**config.mk**
```make
export PLATFORM = sky130hd
export DESIGN_NAME = alu_sequencer_flat
export DESIGN_NICKNAME = d
export VERILOG_FILES = /design/src/rtl/alu_sequencer_if.sv /design/src/rtl/alu_sequencer.sv /design/src/flat_wrapper.sv
export SDC_FILE = /design/constraint.sdc
export NUM_CORES = 1
export LEC_CHECK = 0
export BUFFER_PORTS_ARGS = -buffer_cell sky130_fd_sc_hd__buf_2
export CORE_AREA = 2 2 90 92
export CTS_CLUSTER_DIAMETER = 40
export DETAILED_ROUTE_END_ITERATION = 12
export DIE_AREA = 0 0 92 94
export GPL_TIMING_DRIVEN = 0
export PLACE_DENSITY = 0.87
export REMOVE_ABC_BUFFERS = 1
export SETUP_SLACK_MARGIN = 0.1
export SYNTH_ARGS = -nofsm -noshare
export SYNTH_HDL_FRONTEND = slang
export SYNTH_SLANG_ARGS = --single-unit
```
**constraint.sdc**
```tcl
create_clock -name clk -period 5.2 [get_ports clk]
set_input_delay 0.26 -clock clk [delete_from_list [all_inputs] [get_ports clk]]
set_output_delay 0.26 -clock clk [all_outputs]
set_load 0.01 [all_outputs]
```
**src/rtl/alu_sequencer_if.sv**
```systemverilog
// Control-side bus between the sequencer, its program ROM and the ALU datapath.
// master = sequencer, slave = ROM/datapath side.
interface alu_sequencer_if #(
  parameter int WIDTH    = 8,
  parameter int SOURCES  = 4,
  parameter int PC_WIDTH = 6,
  parameter int IWORD    = 5 * WIDTH
) ();
  localparam int SW = (SOURCES > 1) ? $clog2(SOURCES) : 1;

  logic                start;
  logic [PC_WIDTH-1:0] prog_addr;
  logic [IWORD-1:0]    prog_data;
  logic                zero_flag;
  logic [WIDTH-1:0]    op_code;
  logic [WIDTH-1:0]    source1;
  logic [WIDTH-1:0]    source2;
  logic [SW-1:0]       source1_choice;
  logic [SW-1:0]       source2_choice;
  logic [WIDTH-1:0]    destination;
  logic [1:0]          dest_choice;
  logic                push;
  logic                pop;
  logic [PC_WIDTH-1:0] instr_addr;
  logic                busy;
  logic                halted;
  logic                stack_err;

  modport master (
    input  start, prog_data, zero_flag,
    output prog_addr, op_code, source1, source2, source1_choice, source2_choice,
           destination, dest_choice, push, pop, instr_addr, busy, halted, stack_err
  );

  modport slave (
    output start, prog_data, zero_flag,
    input  prog_addr, op_code, source1, source2, source1_choice, source2_choice,
           destination, dest_choice, push, pop, instr_addr, busy, halted, stack_err
  );
endinterface

```
**src/rtl/alu_sequencer.sv**
```systemverilog
// Fetch/decode/issue controller for the ALU datapath: 3 cycles per instruction,
// control-flow opcodes resolved internally with a small return-address stack.
module alu_sequencer #(
  parameter int WIDTH       = 8,
  parameter int SOURCES     = 4,
  parameter int PC_WIDTH    = 6,
  parameter int STACK_DEPTH = 4,
  parameter int IWORD       = 5 * WIDTH
) (
  input  logic          clk,
  input  logic          rst,
  alu_sequencer_if.master bus
);
  localparam int SW   = (SOURCES > 1) ? $clog2(SOURCES) : 1;
  localparam int SPW  = $clog2(STACK_DEPTH + 1);
  localparam int IDXW = (STACK_DEPTH > 1) ? $clog2(STACK_DEPTH) : 1;

  localparam logic [WIDTH-1:0] OP_JMP  = WIDTH'(8'hF0);
  localparam logic [WIDTH-1:0] OP_JZ   = WIDTH'(8'hF1);
  localparam logic [WIDTH-1:0] OP_JNZ  = WIDTH'(8'hF2);
  localparam logic [WIDTH-1:0] OP_CALL = WIDTH'(8'hF3);
  localparam logic [WIDTH-1:0] OP_RET  = WIDTH'(8'hF4);
  localparam logic [WIDTH-1:0] OP_HALT = WIDTH'(8'hFF);

  typedef enum logic [2:0] {S_IDLE, S_FETCH, S_DECODE, S_EXEC, S_HALT} state_t;

  state_t              r_state;
  logic [IWORD-1:0]    r_ir;
  logic [PC_WIDTH-1:0] r_pc;
  logic [SPW-1:0]      r_sp;
  logic [PC_WIDTH-1:0] r_stack [STACK_DEPTH];
  logic [WIDTH-1:0]    r_op_code, r_source1, r_source2, r_destination;
  logic [SW-1:0]       r_s1c, r_s2c;
  logic [1:0]          r_dest_choice;
  logic                r_push, r_pop, r_stack_err;

  logic [WIDTH-1:0]    w_dec_op, w_ir_op;
  logic                w_dec_ctrl;
  logic [PC_WIDTH-1:0] w_target, w_pc_inc, w_top;
  logic [SPW-1:0]      w_sp_m1;
  logic                w_full, w_empty;

  assign w_dec_op   = bus.prog_data[IWORD-1 -: WIDTH];
  assign w_dec_ctrl = (w_dec_op >= OP_JMP);
  assign w_ir_op    = r_ir[IWORD-1 -: WIDTH];
  assign w_target   = r_ir[WIDTH +: PC_WIDTH];
  assign w_pc_inc   = r_pc + PC_WIDTH'(1);
  assign w_full     = (r_sp == SPW'(STACK_DEPTH));
  assign w_empty    = (r_sp == '0);
  assign w_sp_m1    = r_sp - SPW'(1);
  assign w_top      = r_stack[w_sp_m1[IDXW-1:0]];

  // Strobes and field outputs are set on the DECODE->EXEC edge so they are
  // visible exactly during EXEC; stack/pc updates land on the EXEC edge.
  always_ff @(posedge clk) begin
    if (!rst) begin
      r_state       <= S_IDLE;
      r_ir          <= '0;
      r_pc          <= '0;
      r_sp          <= '0;
      for (int i = 0; i < STACK_DEPTH; i++) r_stack[i] <= '0;
      r_op_code     <= '0;
      r_source1     <= '0;
      r_source2     <= '0;
      r_destination <= '0;
      r_s1c         <= '0;
      r_s2c         <= '0;
      r_dest_choice <= 2'b11;
      r_push        <= 1'b0;
      r_pop         <= 1'b0;
      r_stack_err   <= 1'b0;
    end else begin
      case (r_state)
        S_IDLE: begin
          if (bus.start) begin
            r_pc    <= '0;
            r_state <= S_FETCH;
          end
        end
        S_FETCH: r_state <= S_DECODE;
        S_DECODE: begin
          r_ir    <= bus.prog_data;
          r_state <= S_EXEC;
          if (!w_dec_ctrl) begin
            r_op_code     <= w_dec_op;
            r_source1     <= bus.prog_data[4*WIDTH-1 -: WIDTH];
            r_source2     <= bus.prog_data[3*WIDTH-1 -: WIDTH];
            r_destination <= bus.prog_data[2*WIDTH-1 -: WIDTH];
            r_s1c         <= SW'(bus.prog_data[7:6]);
            r_s2c         <= SW'(bus.prog_data[5:4]);
            r_dest_choice <= bus.prog_data[3:2];
          end else if (w_dec_op == OP_CALL && !w_full) begin
            r_push <= 1'b1;
          end else if (w_dec_op == OP_RET && !w_empty) begin
            r_pop <= 1'b1;
          end
        end
        S_EXEC: begin
          r_dest_choice <= 2'b11;
          r_push        <= 1'b0;
          r_pop         <= 1'b0;
          r_state       <= S_FETCH;
          case (w_ir_op)
            OP_JMP:  r_pc <= w_target;
            OP_JZ:   r_pc <= bus.zero_flag ? w_target : w_pc_inc;
            OP_JNZ:  r_pc <= bus.zero_flag ? w_pc_inc : w_target;
            OP_CALL: begin
              if (!w_full) begin
                r_stack[r_sp[IDXW-1:0]] <= w_pc_inc;
                r_sp                    <= r_sp + SPW'(1);
                r_pc                    <= w_target;
              end else begin
                r_stack_err <= 1'b1;
                r_state     <= S_HALT;
              end
            end
            OP_RET: begin
              if (!w_empty) begin
                r_pc <= w_top;
                r_sp <= w_sp_m1;
              end else begin
                r_stack_err <= 1'b1;
                r_state     <= S_HALT;
              end
            end
            OP_HALT: r_state <= S_HALT;
            default: r_pc    <= w_pc_inc;
          endcase
        end
        S_HALT:  r_state <= S_HALT;
        default: r_state <= S_IDLE;
      endcase
    end
  end

  assign bus.prog_addr      = r_pc;
  assign bus.instr_addr     = r_pc;
  assign bus.op_code        = r_op_code;
  assign bus.source1        = r_source1;
  assign bus.source2        = r_source2;
  assign bus.source1_choice = r_s1c;
  assign bus.source2_choice = r_s2c;
  assign bus.destination    = r_destination;
  assign bus.dest_choice    = r_dest_choice;
  assign bus.push           = r_push;
  assign bus.pop            = r_pop;
  assign bus.busy           = (r_state == S_FETCH) || (r_state == S_DECODE) || (r_state == S_EXEC);
  assign bus.halted         = (r_state == S_HALT);
  assign bus.stack_err      = r_stack_err;
endmodule

```
**src/flat_wrapper.sv**
```systemverilog
// flat-port wrapper written by rule: the top's interface ports become plain ports
module alu_sequencer_flat 
#(
  parameter int WIDTH       = 8,
  parameter int SOURCES     = 4,
  parameter int PC_WIDTH    = 6,
  parameter int STACK_DEPTH = 4,
  parameter int IWORD       = 5 * WIDTH
)
  (clk, rst, bus_start, bus_prog_data, bus_zero_flag, bus_prog_addr, bus_op_code, bus_source1, bus_source2, bus_source1_choice, bus_source2_choice, bus_destination, bus_dest_choice, bus_push, bus_pop, bus_instr_addr, bus_busy, bus_halted, bus_stack_err);
  alu_sequencer_if #(.WIDTH(WIDTH), .SOURCES(SOURCES), .PC_WIDTH(PC_WIDTH), .IWORD(IWORD)) bus_i ();
  input  logic clk;
  input  logic rst;
  input wire logic [$bits(bus_i.start)-1:0] bus_start;
  input wire logic [$bits(bus_i.prog_data)-1:0] bus_prog_data;
  input wire logic [$bits(bus_i.zero_flag)-1:0] bus_zero_flag;
  output wire logic [$bits(bus_i.prog_addr)-1:0] bus_prog_addr;
  output wire logic [$bits(bus_i.op_code)-1:0] bus_op_code;
  output wire logic [$bits(bus_i.source1)-1:0] bus_source1;
  output wire logic [$bits(bus_i.source2)-1:0] bus_source2;
  output wire logic [$bits(bus_i.source1_choice)-1:0] bus_source1_choice;
  output wire logic [$bits(bus_i.source2_choice)-1:0] bus_source2_choice;
  output wire logic [$bits(bus_i.destination)-1:0] bus_destination;
  output wire logic [$bits(bus_i.dest_choice)-1:0] bus_dest_choice;
  output wire logic [$bits(bus_i.push)-1:0] bus_push;
  output wire logic [$bits(bus_i.pop)-1:0] bus_pop;
  output wire logic [$bits(bus_i.instr_addr)-1:0] bus_instr_addr;
  output wire logic [$bits(bus_i.busy)-1:0] bus_busy;
  output wire logic [$bits(bus_i.halted)-1:0] bus_halted;
  output wire logic [$bits(bus_i.stack_err)-1:0] bus_stack_err;
  assign bus_i.start = bus_start;
  assign bus_i.prog_data = bus_prog_data;
  assign bus_i.zero_flag = bus_zero_flag;
  assign bus_prog_addr = bus_i.prog_addr;
  assign bus_op_code = bus_i.op_code;
  assign bus_source1 = bus_i.source1;
  assign bus_source2 = bus_i.source2;
  assign bus_source1_choice = bus_i.source1_choice;
  assign bus_source2_choice = bus_i.source2_choice;
  assign bus_destination = bus_i.destination;
  assign bus_dest_choice = bus_i.dest_choice;
  assign bus_push = bus_i.push;
  assign bus_pop = bus_i.pop;
  assign bus_instr_addr = bus_i.instr_addr;
  assign bus_busy = bus_i.busy;
  assign bus_halted = bus_i.halted;
  assign bus_stack_err = bus_i.stack_err;
  alu_sequencer #(.WIDTH(WIDTH), .SOURCES(SOURCES), .PC_WIDTH(PC_WIDTH), .STACK_DEPTH(STACK_DEPTH), .IWORD(IWORD)) u_core (.clk(clk), .rst(rst), .bus(bus_i));
endmodule
```
Word-level counts from Yosys, hierarchy flattened:

Memory sizes are Yosys's and may differ from the RTL's.
Index checks and enable logic that the tools add are counted.

* reductions and logical operators: 19
* add/sub/neg operators: 3
* $lt $le $gt $ge: 1
* eq/ne operators: 26
* bitwise logic cells: 1
* mux-type cells: 36

Operators by type and width (count)
* equality test 8 bit, second input constant: 8
* 2-to-1 mux 6 bit: 6
* case mux 6 bit (6 select lines): 1
* 2-to-1 mux 3 bit: 5
* case mux 3 bit (5 select lines): 1
* 2-to-1 mux 1 bit: 14
* inequality test 2 bit, second input constant: 6
* case mux 6 bit (2 select lines): 1
* AND reduction 4 bit: 3
* inequality test 2 x 1 -> 1 bit, second input constant: 5
* case mux 3 bit (3 select lines): 1
* greater-or-equal comparator 8 bit, second input constant: 1
* adder 6 x 1 -> 6 bit, second input constant: 1
* equality test 3 x 2 -> 1 bit, second input constant: 2
* equality test 3 bit, second input constant: 2
* logical NOT 3 bit: 2
* inequality test 3 bit, second input constant: 2
* case mux 1 bit (2 select lines): 3
* case mux 3 bit (2 select lines): 1
* nonzero test 2 bit: 3
* OR reduction 6 bit: 1
* AND reduction 5 bit: 1
* 2-to-1 mux 2 bit: 2
* case mux 2 bit (2 select lines): 1
* other kinds (9): 13

* flip-flop bits (word level): 93
* word-level logic and storage cells: 101
* memories: 1
* bits of input ports: 44
* output and inout port bits: 55
* RAM bits: 24

Memories
* u_core.r_stack: words 4, bits a word 6, read ports 1, clocked after memory_dff 0, wr ports 4, RTL line alu_sequencer.sv:31 `logic [PC_WIDTH-1:0] r_stack [STACK_DEPTH];`

Logic depth before layout (Yosys ltp):

Gate-level depths: netlist of the first run.

* depth after elaboration: 8
* mapped depth: 9
* mapped depth without buffers: 7

Worst setup path after synthesis of the first run:

No wires, ideal clock.

* kind: register to register
* from: register u_core.r_sp[0]
* to: memory u_core.r_stack[0][0], enable pin
* slack: 2.954 ns
* cell stages (with the launch flop): 10
* arrival time: 1.928 ns
* path buffers: 2
* setup time: 0.318 ns
* clock period less this slack: 2.246 ns
* required time: 4.882 ns
* cell sequence: dfxtp_1 buf_2 inv_1 ha_1 nand2_1 and3_2 nand3_1 or3_1 clkbuf_1 nand2_1

RTL lines
* from (decl): RTL line alu_sequencer.sv:30 `logic [SPW-1:0] r_sp;`
* from (signal assigned): RTL line alu_sequencer.sv:110 `r_sp <= r_sp + SPW'(1);`
* from (signal assigned): RTL line alu_sequencer.sv:120 `r_sp <= w_sp_m1;`
* to (decl): RTL line alu_sequencer.sv:31

==> results of run 1 <==
state kept, by name, indices dropped and copies added (netlist names), 6 cells and up:
register	flops
u_core.bus.op_code	8
u_core.r_stack	24
u_core.bus.destination	8
u_core.bus.instr_addr	6
u_core.bus.source1	8
u_core.r_ir	14
u_core.bus.source2	8
cells in the mapped netlist (all sizes together) (3+ instances only):
| library cell | instances | area, µm² |
|---|---|---|
| a21boi | 47 | 364 |
| a21oi | 6 | 30.0 |
| a22o | 4 | 36.3 |
| a32o | 4 | 40.0 |
| and2 | 4 | 26.3 |
| and3 | 5 | 32.5 |
| buf | 19 | 119 |
| clkbuf | 19 | 75.1 |
| dfxtp | 67 | 1340 |
| edfxtp | 24 | 721 |
| ha | 4 | 50.1 |
| inv | 5 | 18.8 |
| mux2 | 6 | 67.6 |
| mux4 | 3 | 67.6 |
| nand2 | 113 | 424 |
| nand2b | 4 | 25.0 |
| nand3 | 8 | 40.0 |
| nand3b | 3 | 26.3 |
| nand4 | 4 | 31.3 |
| nor2 | 33 | 126 |
| nor2b | 4 | 25.0 |
| nor3 | 5 | 30.0 |
| nor4b | 3 | 26.3 |
| o21a | 7 | 60.1 |
| o21ai | 10 | 50.1 |
| o221a | 4 | 45.0 |
| o221ai | 5 | 43.8 |
| or2 | 3 | 18.8 |
| or3 | 3 | 18.8 |
| xnor2 | 3 | 26.3 |
| xor2 | 3 | 26.3 |
power groups by stage:
| stage | Clock (mW) | Sequential, mW | Combinational [mW] |
|---|---|---|---|
| after floorplan | 0 | 0.839 | 0.125 |
| after global placement | 0 | 0.829 | 0.222 |
| after detailed placement | 0 | 0.833 | 0.230 |
| after CTS | 0.542 | 0.817 | 0.232 |
| after global routing | 0.578 | 0.825 | 0.259 |
| final | 0.539 | 0.818 | 0.231 |
tightest hold or removal path, stage by stage:
cell,delay [ns]
buf_2,0.08
nand2_1,0.04
nand3_1,0.07
worst max-delay path by stage:
stage	to	depth (start not counted)	startpoint	slack [ns]
4_1_cts	u_core.r_stack[1][2]	7	u_core.r_sp[0]	2.34
6_report	u_core.r_stack[1][2]	7	u_core.r_sp[0]	2.35
3_5_place_dp	u_core.r_stack[0][2]	6	rst	2.24
2_1_floorplan	u_core.bus.instr_addr[2]	7	u_core.r_sp[0]	2.94
3_3_place_gp	u_core.r_stack[1][3]	6	rst	2.31
5_1_grt	u_core.r_stack[0][1]	7	u_core.r_sp[0]	2.08
metrics by stage:
| step | utilization (%) | total power, mW |
|---|---|---|
| after floorplan | - | 0.964 |
| after global placement | 62.4 | 1.05 |
| after detailed placement | 62.4 | 1.06 |
| after CTS | 65.3 | 1.59 |
| after global routing | 65.3 | 1.66 |
| final | 65.3 | 1.59 |
final cells by class:
type | count | area share [%]
clock buffers | 9 | 2.49
inverters | 5 | 0.378
flip-flops and latches | 91 | 41.5
multi-input cells | 330 | 41.4
well taps | 102 | 2.57
clock inverters | 7 | 2.01
repair buffers | 96 | 9.67
kinds of logic after synthesis:
| group | after synthesis |
|---|---|
| multiplexers | 11 |
| AND/OR/NAND/NOR | 203 |
| XOR/XNOR | 6 |
| flip-flops | 91 |
| buffers and inverters | 43 |
| adder cells (fa/ha/maj) | 4 |
| AO/OA/AOI/OAI | 106 |
routing by layer:
layer | global-route usage (%) | up-vias
li1 | - | 1762
met1 | 28.3 | 1732
met2 | 40.0 | 117
met3 | 7.62 | 14
met4 | 7.21 | 0
met5 | 0 | -
==> metrics.txt, run 1 <==
status complete, no violations; Worst EP arrival roughly 2.9 ns; Hold Crit Start bus_prog_data[3]; GR Overflow Total 0; DR top layer met4; Vias approximately 3.6k; Ys Warns 0; main combinational cell family by area after synthesis simple AND/OR/NAND/NOR gates; I/O Buffers 96; first drt pass iteration count 4; simple-gate area share of the yosys netlist around 22%; Starting Density approximately 57%; initial drt markers 230; initial antenna violation count 0; IO Count 99; reg-to-reg slack, setup 2.35 ns; EDFF count, synth 24; actual slew at the worst max-slew pin about 1.4 ns; Clock Sinks between 90 and 100; worst slack, placed 2.24 ns; leak pwr between 1.5 and 2 nW; Root Buffer Master clkbuf_8; critical path buffer and inverter count 1; total DRC errors in the routed layout 0; CP Launch Type flip-flop; cts bufs inserted 9; die height between 90 and 100 µm; final worst-path cycle share roughly 55%; vias in the first global route 3517; most frequent cells in the layout 113 x nand2_1, 96 x buf_2, 67 x dfxtp_1; full die area ~8600 µm²; final WL approximately 9800 µm; Synth Cell Area around 4300 µm²; reg2reg path depth 7; Adder-Cell Fraction of Synth Area roughly 1.2%; CP dominant cell by count nand2_1; hold crit path type input port to flip-flop; number of max-cap violations 0; Synth Area in XOR/XNOR 1.21%; # setup viols final 0; setup bufs post-CTS 0; CP max stage delay between 0.6 and 0.7 ns; sequential element share of the synthesized area between 40% and 50%; CP required ~5.2 ns; hold slack around 0.095 ns; final slew viol count 0; ys async rst share 0%; vias per cell ~5.7; worst setup margin between 2 and 2.5 ns; Max Clk Rate ~350 MHz; Finished Layout Cells 640; placed insts ~620; Setup crit end kind flip-flop; crit path kind flip-flop to flip-flop; Compound-Gate Fraction of Synth Area around a fifth; Clk pwr share 34.0%; die span in x approximately 92 µm; min cycle time layout about 2.8 ns; sequential share of power just over 50%; FF-to-FF Start u_core.r_sp[0]; clock transition at the registers of the reported paths 0.10 ns; unrepaired setup endpoints after global routing no; fin area 4970 µm²; Core Rows 32; Post-Syn Area per Cell between 9 and 10 µm²; Final Hold Vio Count 0; FILL cells 635; Hold EP u_core.bus.dest_choice[1]; hpwl dp 6840 µm; Syn Inst Count roughly 460; #FFs+latches synth 91; Register Area around 2100 µm²; family with the most delay on the worst path simple AND/OR/NAND/NOR gates; worst reg2reg endpoint u_core.r_stack[1][2]; CTS tree yes; Worst Path Max Fanout 11; global-route wire length before repair about 16000 µm; Slew HR a little under a tenth; P&R area growth vs syn 14.7%; Routed WL per cell 15.3 µm; met3 wire len 697 µm; CTS max path bufs 2; # resized after CTS 0; Post-DP Area roughly 4700 µm²; WHS Path Cells 3; most common cell after layout, fill and taps aside nand2_1; Post-Route M1 WL just over 4000 µm; Power Internal about 1.1 mW; met2 WL post-DR roughly 4800 µm; cells along the critical path inv_1, ha_1, nand2_1, and3_2, nand3_1, or3_1, nand2_1; post-synth cell types 67; Slowest cell on crit path dfxtp_1; Sw Pwr 0.446 mW; Final Wtd Congestion approximately 0.84; Total GRT Usage a little under a quarter; Sw Ratio between 20% and 30%; Antenna Nets Post-Route 0; cts hold-fix bufs 0; largest net degree at the start of global routing 64; Core Region between 7000 and 8000 µm²; H-tree levels 3; Main synth FF type dfxtp_1; area of the multi-input gates between 2000 and 2500 µm²; layout cells sized above 1 26.0%; nets 581; Setup Total Neg Slack 0 ns; worst skew pair latency around 0.37 ns; VDD IR-drop max 0.277 mV; Setup Skew between 0.008 and 0.009 ns; mux cell area share after synthesis approximately 3.6%; Antenna Cells 0; combinational power share 14.5%; power per cell area roughly 320 nW/µm²
(Power assumes the default switching activity.)
==> inputs of run 2 (changes only) <==
--- a/config.mk
+++ b/config.mk
@@ -6,12 +6,12 @@
 export NUM_CORES = 1
 export LEC_CHECK = 0
 export BUFFER_PORTS_ARGS = -buffer_cell sky130_fd_sc_hd__buf_2
-export CORE_AREA = 2 2 90 92
+export CORE_AREA = 2 2 93 95
 export CTS_CLUSTER_DIAMETER = 40
 export DETAILED_ROUTE_END_ITERATION = 12
-export DIE_AREA = 0 0 92 94
+export DIE_AREA = 0 0 95 97
 export GPL_TIMING_DRIVEN = 0
-export PLACE_DENSITY = 0.87
+export PLACE_DENSITY = 0.82
 export REMOVE_ABC_BUFFERS = 1
 export SETUP_SLACK_MARGIN = 0.1
 export SYNTH_ARGS = -nofsm -noshare
==> constraint.sdc (replaced) <==
create_clock -name clk -period 2.9 [get_ports clk]
set_input_delay 0.145 -clock clk [delete_from_list [all_inputs] [get_ports clk]]
set_output_delay 0.145 -clock clk [all_outputs]
set_load 0.01 [all_outputs]
==> metrics.txt, run 2 (synthesized netlist as in run 1, its figures left out) <==
CTS tree yes; CP Launch Type flip-flop; leak pwr 2.01 nW (+1.0%); CP max stage delay 0.50 ns (-0.12 ns); hpwl dp 6680 µm (-2.4%); Max Clk Rate 385 MHz (+9.8%); I/O Buffers 96 (unchanged); clock transition at the registers of the reported paths 0.09 ns (about the same); largest net degree at the start of global routing 64 (unchanged); nets 586 (+0.86%); Worst Path Max Fanout 11 (unchanged); WHS Path Cells 3 (unchanged); Hold Crit Start bus_prog_data[6]; Setup Total Neg Slack 0 ns (unchanged); CTS max path bufs 2 (unchanged); die span in x 95 µm (+3.3%); FF-to-FF Start u_core.r_sp[0]; min cycle time layout 2.59 ns (-0.255 ns); vias per cell 5.67 (about the same); cells along the critical path inv_1, ha_1, nand2_1, and3_2, nand3_1, or3_4, nand2_1; initial drt markers 273 (+19%); Slowest cell on crit path or3_4; setup bufs post-CTS 0 (unchanged); first drt pass iteration count 5 (+1); layout cells sized above 1 27.1% (+1.0 points); actual slew at the worst max-slew pin 1.10 ns (-0.264 ns); biggest regs u_core.r_stack (24), u_core.r_ir (14); Final Wtd Congestion 0.821 (-1.9%); worst skew pair latency 0.36 ns (about the same); unrepaired setup endpoints after global routing no; vias in the first global route 3534 (+0.48%); worst reg2reg endpoint u_core.r_stack[2][4]; VDD IR-drop max 0.374 mV (+35%); crit path kind flip-flop to flip-flop; Worst EP arrival 2.63 ns (-0.26 ns); reg-to-reg slack, setup 0.31 ns (-2.05 ns); GR Overflow Total 0 (unchanged); cts bufs inserted 9 (unchanged); Root Buffer Master clkbuf_8; max reg flops 24 (unchanged); Post-DP Area 4750 µm² (about the same); IO Count 99 (unchanged); Final Hold Vio Count 0 (unchanged); most common cell after layout, fill and taps aside nand2_1; # setup viols final 0 (unchanged); Slew HR 26.6% (+17 points); power per cell area 553 nW/µm² (+73%); full die area 9220 µm² (+6.6%); Clock Sinks 91 (unchanged); H-tree levels 3 (unchanged); Top reg by flops u_core.r_stack; reg2reg path depth 7 (unchanged); total DRC errors in the routed layout 0 (unchanged); CP required 2.94 ns (-2.30 ns); global-route wire length before repair 16300 µm (+1.5%); P&R area growth vs syn 16.1%; Antenna Nets Post-Route 0 (unchanged); initial antenna violation count 0 (unchanged); die height 97 µm (+3.2%); Final Power 2.78 mW (+75%); Setup Skew 0.00785 ns (-0.00100 ns); fin area 5030 µm² (+1.2%); final WL 9760 µm (-0.11%); hold crit path type input port to flip-flop; CP dominant cell by count nand2_1; Core Region 8130 µm² (+6.9%); Hold EP u_core.bus.source1_choice[0]; Vias 3671 (+1.3%); final slew viol count 0 (unchanged); Setup crit end kind flip-flop; final worst-path cycle share 89.5% (+35 points); Total GRT Usage 22.1% (-1.3 points); Antenna Cells 0 (unchanged); Core Rows 33 (+3.1%); Routed WL per cell 15.1 µm (-1.3%); Starting Density 53.2% (-3.7 points); number of max-cap violations 0 (unchanged); most frequent cells in the layout 113 x nand2_1, 96 x buf_2, 64 x dfxtp_1; status complete, no violations
run 2: cell count changes in the layout (fill, tap and decap cells not counted), moves of 2 or more:
| cell | before | now |
|---|---|---|
| clkbuf_8 | 9 | 11 |
| dlygate4sd3_1 | 0 | 5 |
| clkinv_4 | 2 | 0 |
| or3_1 | 3 | 0 |
| dfxtp_2 | 0 | 3 |
| dfxtp_1 | 67 | 64 |
| or3_4 | 0 | 3 |
run 2: stage by stage:
step	hold WS (ns)	worst slack (ns)	utilization (%)	instances
finish	0.00886	0.305	61.8	648
global route	0.00711	0.135	61.8	648
CTS	0.00163	0.106	61.6	648
detailed placement	0.366	0.0528	58.4	627
global placement	0.353	0.0609	58.4	627
floorplan	0.261	0.635	-	426
run 2: worst max-delay path: cells and delay by family (launching register included):
kind	cells	cell delay, ns
fa+ha+maj	1	0.25
simple gates	5	1.41
buf+inv	1	0.13
flops	1	0.49
run 2: report_power, final:
group	total [mW]	switching, mW	internal, mW
Clock	0.898	0.451	0.447
Sequential	1.47	0.0798	1.39
Combinational	0.417	0.246	0.171
Total	2.78	0.777	2.01
run 2: area by class of cell:
type / count / area (µm²)
clock inverters: 5 / 58.8
flip-flops and latches: 91 / 2070
multi-input cells: 330 / 2070
repair buffers: 101 / 531
clock buffers: 11 / 151
inverters: 5 / 18.8
well taps: 105 / 131
fillers: 673 / 3110
run 2: worst max path at each step:
stage,from,end,slack (ns),cells after the start
CTS,u_core.r_ir[33],u_core.r_stack[1][0],0.11,5
global placement,rst,u_core.r_stack[2][3],0.06,6
finish,u_core.r_sp[0],u_core.r_stack[2][4],0.31,7
detailed placement,u_core.r_sp[0],u_core.r_stack[2][3],0.05,7
global route,u_core.r_sp[0],u_core.r_stack[0][0],0.14,7
floorplan,u_core.r_sp[0],u_core.bus.instr_addr[2],0.64,7
run 2: layer usage:
metal | routed length, µm | global-route usage, % | vias up | part of all wire (%)
met4 | 190 | 8.81 | 0 | 1.9
met2 | 4760 | 35.8 | 145 | 49
met1 | 4120 | 27.6 | 1724 | 42
met3 | 698 | 6.31 | 20 | 7.1
li1 | - | - | 1782 | -
met5 | 0 | 0 | - | 0
run 2: timing repair:
action,in CTS,in global routing
hold buffers,5,0
setup endpoints to repair,18,18
resized for setup,1,5
hold endpoints to repair,5,0
==> inputs of run 3 (changes only) <==
--- a/config.mk
+++ b/config.mk
@@ -10,7 +10,6 @@
 export CTS_CLUSTER_DIAMETER = 40
 export DETAILED_ROUTE_END_ITERATION = 12
 export DIE_AREA = 0 0 95 97
-export GPL_TIMING_DRIVEN = 0
 export PLACE_DENSITY = 0.82
 export REMOVE_ABC_BUFFERS = 1
 export SETUP_SLACK_MARGIN = 0.1
==> metrics.txt, run 3 (synthesized netlist as in run 1, its figures left out) <==
Vias 3671 (unchanged); P&R area growth vs syn 17.6%; setup bufs post-CTS 0 (unchanged); Core Rows 33 (unchanged); cts bufs inserted 9 (unchanged); combinational power share 16.0% (+1.0 points); crit path kind flip-flop to flip-flop; max reg flops 24 (unchanged); hold slack 0.00780 ns (-0.00107 ns); hold crit path type input port to flip-flop; vias in the first global route 3654 (+3.4%); CTS max path bufs 2 (unchanged); Final Wtd Congestion 0.869 (+5.8%); Worst EP arrival 2.49 ns (-0.14 ns); worst setup margin 0.459 ns (+0.153 ns); Top reg by flops u_core.r_stack; initial drt markers 174 (-36%); Worst Path Max Fanout 9 (-2); Root Buffer Master clkbuf_8; Max Clk Rate 410 MHz (+6.3%); IO Count 99 (unchanged); Antenna Cells 0 (unchanged); vias per cell 5.59 (-1.4%); final worst-path cycle share 84.2% (-5.3 points); first drt pass iteration count 5 (unchanged); most common cell after layout, fill and taps aside nand2_1; final slew viol count 0 (unchanged); post-layout util 62.6% (+0.78 points); clock transition at the registers of the reported paths 0.09 ns (about the same); die span in x 95 µm (unchanged); initial antenna violation count 0 (unchanged); Setup Total Neg Slack 0 ns (unchanged); biggest regs u_core.r_stack (24), u_core.r_ir (14); Starting Density 53.2% (unchanged); # resized after CTS 0 (-1); Post-DP Area 4800 µm² (+1.1%); most frequent cells in the layout 113 x nand2_1, 96 x buf_2, 67 x dfxtp_1; nets 595 (+1.5%); largest net degree at the start of global routing 63 (-1.6%); # setup viols final 0 (unchanged); power per cell area 562 nW/µm² (+1.5%); hpwl dp 7190 µm (+7.5%); layout cells sized above 1 26.6% (-0.44 points); actual slew at the worst max-slew pin 0.626 ns (-0.473 ns); total DRC errors in the routed layout 0 (unchanged); sequential share of power 50.6% (-2.2 points); number of max-cap violations 0 (unchanged); global-route wire length before repair 17100 µm (+5.2%); Setup crit end kind flip-flop; Final Power 2.86 mW (+2.8%); full die area 9220 µm² (unchanged); Setup Skew 0.0138 ns (+0.00598 ns); Core Region 8130 µm² (unchanged); Clock Sinks 91 (unchanged); Sw Ratio 27.9% (about the same); die height 97 µm (unchanged); H-tree levels 3 (unchanged); Sw Pwr 0.799 mW (+2.8%); CP Launch Type flip-flop; Antenna Nets Post-Route 0 (unchanged); CP required 2.95 ns (about the same); Slew HR 58.0% (+31 points); Final Hold Vio Count 0 (unchanged); Clk pwr share 33.4% (+1.1 points); leak pwr 2.06 nW (+2.5%); unrepaired setup endpoints after global routing no; min cycle time layout 2.44 ns (-0.153 ns); VDD IR-drop max 0.339 mV (-9.4%); Power Internal 2.06 mW (+2.8%); Finished Layout Cells 657 (+1.4%); final WL 10400 µm (+6.8%); worst skew pair latency 0.37 ns (about the same); status complete, no violations; Routed WL per cell 15.9 µm (+5.3%); Total GRT Usage 23.4% (+1.3 points); worst slack, placed 0.498 ns (+0.445 ns); fin area 5090 µm² (+1.3%); GR Overflow Total 0 (unchanged); I/O Buffers 96 (unchanged); CTS tree yes; placed insts 634 (+1.1%)
## run 3: cell types whose count changed in the layout (fill, tap and decap cells not counted), sizes merged
| cell | change |
|---|---|
| clkbuf | -2 |
| dlygate4sd3 | +2 |
| clkinv | +1 |
| bufinv | +1 |
| clkinvlp | -2 |
| buf | +7 |
| inv | +2 |
## run 3: worst paths after layout
check,endpoint,slack [ns],depth (start not counted),start
max,u_core.r_stack[1][1],0.46,7,u_core.r_sp[1]
min,u_core.bus.source1_choice[1],0.008,3,bus_prog_data[7]
max reg2reg,u_core.r_stack[1][1],0.46,7,u_core.r_sp[1]
min reg2reg,u_core.bus.destination[5],0.45,2,u_core.bus.destination[5]
## run 3: per-layer routing
layer | GRT usage, % | vias to the layer above | share of wire [%]
met5 | 0 | - | 0
met2 | 39.9 | 147 | 50
met1 | 29.7 | 1719 | 42
met4 | 7.02 | 0 | 1.4
li1 | - | 1792 | -
met3 | 4.75 | 13 | 6.7
## run 3: area by class of cell
| cell class | count | area [µm²] |
|---|---|---|
| Clock buffer | 9 | 124 |
| Clock inverter | 7 | 97.6 |
| Fill cell | 661 | 3040 |
| Inverter | 5 | 18.8 |
| Multi-Input combinational cell | 330 | 2060 |
| Sequential cell | 91 | 2060 |
| Tap cell | 105 | 131 |
| Timing Repair Buffer | 110 | 603 |
## run 3: power by group through the flow
stage	sequential, mW	clock, mW	combinational, mW
after floorplan	1.50	0	0.224
after global placement	1.47	0	0.431
after detailed placement	1.47	0	0.447
after CTS	1.45	0.970	0.457
after global routing	1.46	1.02	0.508
final	1.45	0.956	0.458
## run 3: what timing repair did
action / in CTS / in global routing
endpoints found under the setup margin: 0 / 0
endpoints found under the hold margin: 7 / 0
hold buffers: 7 / 0
## run 3: worst max-delay path, cell delays in order, from the launching register on
cell	delay, ns
dfxtp_1	0.39
inv_1	0.10
ha_1	0.22
nand2_1	0.14
and3_2	0.21
nand3_1	0.27
or3_1	0.51
nand2_1	0.28
